<file path="src/rtl/glitch_filter.sv">
// Single-bit input conditioner: two-flop synchroniser followed by a debounce FSM that
// accepts a new level only after it has held for STABLE_CYCLES samples and counts rejected excursions.
module glitch_filter #(
  parameter int       STABLE_CYCLES = 4,
  parameter logic     RESET_VAL     = 1'b0,
  parameter int       CNT_W         = 8
) (
  input  logic             clk,
  input  logic             reset,
  input  logic             din,
  input  logic             clear_cnt,
  output logic             dout,
  output logic             rise,
  output logic             fall,
  output logic             glitch,
  output logic [CNT_W-1:0] glitch_count
);

  localparam int RUN_W = $clog2(STABLE_CYCLES + 1);

  localparam logic [RUN_W-1:0] RUN_ZERO = '0;
  localparam logic [RUN_W-1:0] RUN_ONE  = RUN_W'(1);
  localparam logic [RUN_W-1:0] RUN_LAST = RUN_W'(STABLE_CYCLES - 1);
  localparam logic [CNT_W-1:0] CNT_ZERO = '0;
  localparam logic [CNT_W-1:0] CNT_ONE  = CNT_W'(1);
  localparam logic [CNT_W-1:0] CNT_MAX  = '1;

  localparam logic [0:0] ST_IDLE = 1'b0;
  localparam logic [0:0] ST_PEND = 1'b1;

  generate
    if (STABLE_CYCLES < 2) begin : g_bad_stable
      $error("glitch_filter: STABLE_CYCLES must be at least 2");
    end
    if (CNT_W < 1) begin : g_bad_cnt_w
      $error("glitch_filter: CNT_W must be at least 1");
    end
  endgenerate

  // Synchroniser and registered state.
  logic             r_s1;
  logic             r_s2;
  logic [0:0]       r_state;
  logic [RUN_W-1:0] r_run;
  logic             r_dout;
  logic             r_rise;
  logic             r_fall;
  logic             r_glitch;
  logic [CNT_W-1:0] r_count;

  // Next-state values.
  logic             w_ds;
  logic             w_differs;
  logic             w_accept;
  logic             w_reject;
  logic [0:0]       w_state_nxt;
  logic [RUN_W-1:0] w_run_nxt;
  logic             w_dout_nxt;
  logic [CNT_W-1:0] w_count_base;
  logic [CNT_W-1:0] w_count_nxt;

  // The FSM only ever looks at the second synchroniser stage, never at din.
  assign w_ds      = r_s2;
  assign w_differs = (w_ds != r_dout);
  assign w_accept  = (r_state == ST_PEND) && w_differs && (r_run == RUN_LAST);
  assign w_reject  = (r_state == ST_PEND) && !w_differs;

  always_comb begin
    // NOTE: every output of this block gets a default first so no path leaves it unassigned,
    // which is what keeps synthesis from inferring latches.
    w_state_nxt = r_state;
    w_run_nxt   = r_run;
    w_dout_nxt  = r_dout;

    case (r_state)
      ST_IDLE: begin
        if (w_differs) begin
          w_state_nxt = ST_PEND;
          w_run_nxt   = RUN_ONE;
        end else begin
          w_run_nxt   = RUN_ZERO;
        end
      end
      ST_PEND: begin
        if (!w_differs) begin
          w_state_nxt = ST_IDLE;
          w_run_nxt   = RUN_ZERO;
        end else if (w_accept) begin
          w_state_nxt = ST_IDLE;
          w_run_nxt   = RUN_ZERO;
          w_dout_nxt  = w_ds;
        end else begin
          w_run_nxt   = r_run + RUN_ONE;
        end
      end
      default: begin
        w_state_nxt = ST_IDLE;
        w_run_nxt   = RUN_ZERO;
      end
    endcase
  end

  // Clear takes effect first, so a rejection in the same cycle leaves the count at one.
  always_comb begin
    w_count_base = clear_cnt ? CNT_ZERO : r_count;
    w_count_nxt  = w_count_base;
    if (w_reject && (w_count_base != CNT_MAX)) begin
      w_count_nxt = w_count_base + CNT_ONE;
    end
  end

  always_ff @(posedge clk) begin
    // NOTE: sequential state uses non-blocking assignments so every flop samples the
    // pre-edge value of the others; blocking here would collapse the synchroniser to one stage.
    if (reset) begin
      r_s1     <= RESET_VAL;
      r_s2     <= RESET_VAL;
      r_state  <= ST_IDLE;
      r_run    <= RUN_ZERO;
      r_dout   <= RESET_VAL;
      r_rise   <= 1'b0;
      r_fall   <= 1'b0;
      r_glitch <= 1'b0;
      r_count  <= CNT_ZERO;
    end else begin
      r_s1     <= din;
      r_s2     <= r_s1;
      r_state  <= w_state_nxt;
      r_run    <= w_run_nxt;
      r_dout   <= w_dout_nxt;
      r_rise   <= w_accept && w_ds;
      r_fall   <= w_accept && !w_ds;
      r_glitch <= w_reject;
      r_count  <= w_count_nxt;
    end
  end

  assign dout         = r_dout;
  assign rise         = r_rise;
  assign fall         = r_fall;
  assign glitch       = r_glitch;
  assign glitch_count = r_count;

endmodule
</file>
<file path="config.mk">
export PLATFORM = sky130hd
export DESIGN_NAME = glitch_filter
export DESIGN_NICKNAME = d
export VERILOG_FILES = /design/src/rtl/glitch_filter.sv
export SDC_FILE = /design/constraint.sdc
export NUM_CORES = 1
export LEC_CHECK = 0
export CAP_MARGIN = 20
export CORE_UTILIZATION = 52
export DETAILED_ROUTE_END_ITERATION = 8
export GPL_TIMING_DRIVEN = 0
export PLACE_DENSITY_LB_ADDON = 0.25
export SYNTH_ARGS = -nofsm -noshare
export SYNTH_HDL_FRONTEND = slang
export SYNTH_SLANG_ARGS = --single-unit
</file>
<file path="constraint.sdc">
create_clock -name clk -period 1.7 [get_ports clk]
set_input_delay 0.34 -clock clk [delete_from_list [all_inputs] [get_ports clk]]
set_output_delay 0.34 -clock clk [all_outputs]
set_load 0.03 [all_outputs]
</file>
==> impl_metrics.tcl <==
set metrics [dict create \
    status "completed" \
    hold_class "reg -> reg" \
    worstSetupPathType "reg -> out" \
    num_rows 13 \
    fmax_ghz 0.6193 \
    place_ws_ns 0.04300 \
    finalWorstSetupSlack_ns 0.08533 \
    final_common_cell "dfxtp_1" \
    worst_setup_path_end_kind "output pin" \
    worstPathArrival_ns 1.27 \
    clockRootBuffer "clkbuf_4" \
    core_sq_mm 0.001366 \
    slew_viol_final 0 \
    ys_types 34 \
    critPathTopFamily "buffers and inverters" \
    die_area_sq_mm 0.001693 \
    grt_overflow 0 \
    clock_path_buffers 2 \
    min_path_cells 1 \
    place_inst 112 \
    synth-seq-cells 18 \
    r2r_end "glitch_count[7]$_SDFF_PP0_" \
    min_period_ns 1.615 \
    vdd_drop_max_mv 0.4516 \
    critical_path_buf_inv_count 1 \
    first_pass_iters 3 \
    cts.sinks 18 \
    regToRegSetupSlack_ns 0.35 \
    start_util 0.5833 \
    hold_viol_final 0 \
    antenna_cells 0 \
    netlist_area_sq_um 797.0 \
    postCtsSetupBuffers 0 \
    ys_top_cells_by_area "dfxtp_1 (45%), a211oi_2 (4.7%), and3_1 (3.9%), ha_1 (3.1%), nand3_1 (3.1%)" \
    cpMaxStageDelayCell "clkdlybuf4s50_1" \
    fin_skew_ns 0.003822 \
    path_cells "clkdlybuf4s50_1" \
    wl_mm 1.545 \
    die_height_um 41.15 \
    leakage_nw 0.3755 \
    area_growth_pct 22.61 \
    yosysSeqAreaShare 0.4521 \
    rsz0062_at_grt "no" \
    grt_max_degree 11 \
    hold_buffers 0 \
    cts_max_level 1 \
    hold-path-endpoint "r_s2$_SDFF_PP0_" \
    worstMarginPinSlew_ns 0.4848 \
    drc 0 \
    syn_inst 82 \
    antenna_found_initial 0 \
    power_per_cell_area_mw_per_mm2 688.6 \
    maxCapViolations 0 \
    whs_ns 0.4513 \
    clk_pin_slew_ns 0.10 \
    die_w_um 41.15 \
    drt_iter0_drc 8 \
    vias 679 \
    final_cells 115 \
    ios 16 \
    synth_nets 88 \
    r2r-start "dout$_SDFFE_PP0P_" \
    grt.total_usage 0.2301 \
    worstSetupStartpointType "register" \
    layout_common_cells "dfxtp_1 (18), dlygate4sd2_1 (9), clkdlybuf4s50_1 (6)" \
    cts_tree "yes" \
    finalSetupViolations 0 \
    critPathRequiredTime_ns 1.36 \
    finalNetCount 108 \
    ant_nets 0 \
    cts_buffers 3 \
    syn_area_per_cell_sq_um 9.720 \
    ys.warnings.count 0 \
    relSlewSlack 0.6757 \
    grt_pass1_wl_mm 2.490 \
    slowest_delay_ns 0.66 \
    synth_largest_area_cell "dfxtp_1" \
    worst-path-max-fanout 1 \
    drive_gt1_frac 0.09000 \
    min_from "r_s1$_SDFF_PP0_" \
    hpwlAfterDp_mm 1.125 \
    place_congestion 0.8328 \
    port_buffers 15 \
    postLayoutCoreUtil 0.7152 \
    finalCritPeriodShare 0.9498 \
    setup_tns_ns 0 \
    vias_per_cell 5.904 \
    grt_pass1_vias 555 \
    synth_top_cell_area_share 0.4521 \
    clock_latency_ns 0.29 \
    wire_per_inst_um 13.43 \
    r2r_cells 3 \
]
-- area by class of cell --
class | count | area, sq um
Timing Repair Buffer | 15 | 138.9
Inverter | 1 | 3.754
Fill cell | 127 | 389.1
Clock buffer | 3 | 22.52
Tap cell | 15 | 18.77
Sequential cell | 18 | 360.3
Buffer | 3 | 15.01
Multi-Input combinational cell | 60 | 417.9
-- state kept, by name, indices dropped and copies added (netlist names) --
signal / cells
dout: 1
r_s1: 1
rise: 1
glitch_count: 8
r_run: 3
glitch: 1
fall: 1
r_state: 1
r_s2: 1
-- worst max-delay path by stage --
| stage | startpoint | to | slack (ns) | cells after the start |
|---|---|---|---|---|
| floorplan | dout$_SDFFE_PP0P_ | glitch_count[5]$_SDFF_PP0_ | 0.31 | 3 |
| global placement | reset | glitch_count[6]$_SDFF_PP0_ | 0.05 | 4 |
| detailed placement | clear_cnt | glitch_count[4]$_SDFF_PP0_ | 0.04 | 4 |
| CTS | fall$_SDFF_PP0_ | fall | 0.08 | 1 |
| global route | glitch$_SDFF_PP0_ | glitch | 0.02 | 1 |
| finish | fall$_SDFF_PP0_ | fall | 0.09 | 1 |
-- cell usage after synthesis --
cell type / n
nor3_1: 2
buf_4: 1
a31oi_1: 3
or2_1: 1
a211oi_1: 3
nor2b_1: 3
nor2_1: 3
nand3b_1: 2
a211oi_2: 3
a41oi_1: 1
dfxtp_1: 18
ha_1: 2
and4_1: 1
and2_1: 1
nor3b_1: 2
or3_1: 1
inv_1: 1
mux2i_1: 1
nand3_1: 5
nor4b_2: 1
nand2b_1: 1
a22o_1: 1
xor2_1: 1
nor4_1: 3
o21a_1: 1
a21oi_1: 3
nand2_1: 5
nand4_1: 1
and3_1: 5
a21boi_0: 1
clkbuf_1: 2
nor3_2: 1
xnor2_1: 1
and4b_1: 1
-- per-stage QoR --
stage | cell area [sq um] | power, mW
floorplan | 797.0 | 0.4592
global placement | 965.9 | 0.4733
detailed placement | 965.9 | 0.4741
CTS | 977.2 | 0.6795
global route | 977.2 | 0.6994
finish | 977.2 | 0.6729
-- where the power goes --
group / switching [mW] / internal (mW)
Sequential: 0.00330 / 0.426
Combinational: 0.0190 / 0.0157
Clock: 0.127 / 0.0824
Total: 0.149 / 0.524
-- cell families (layout without fill, tap and decap cells) --
| kind of cell | after synthesis | count (layout) | synth area share |
|---|---|---|---|
| compound gates | 16 | 16 | 0.1586 |
| xor+xnor | 2 | 2 | 0.02198 |
| mux | 1 | 1 | 0.01256 |
| fa+ha+maj | 2 | 2 | 0.03139 |
| flops | 18 | 18 | 0.4521 |
| simple gates | 39 | 39 | 0.2999 |
| buf+inv | 4 | 22 | 0.02355 |
-- routing by layer --
| layer | vias up | part of all wire | global-route usage |
|---|---|---|---|
| li1 | 348 | - | - |
| met1 | 313 | 0.52 | 0.3366 |
| met2 | 15 | 0.44 | 0.3203 |
| met3 | 3 | 0.036 | 0.06522 |
| met4 | 0 | 0.0084 | 0.07258 |
| met5 | - | 0 | 0 |
-- what timing repair did --
action	4_1_cts	5_1_grt
resized for setup	9	0
hold endpoints to repair	0	0
setup endpoints to repair	9	0
(Power assumes the default switching activity.)
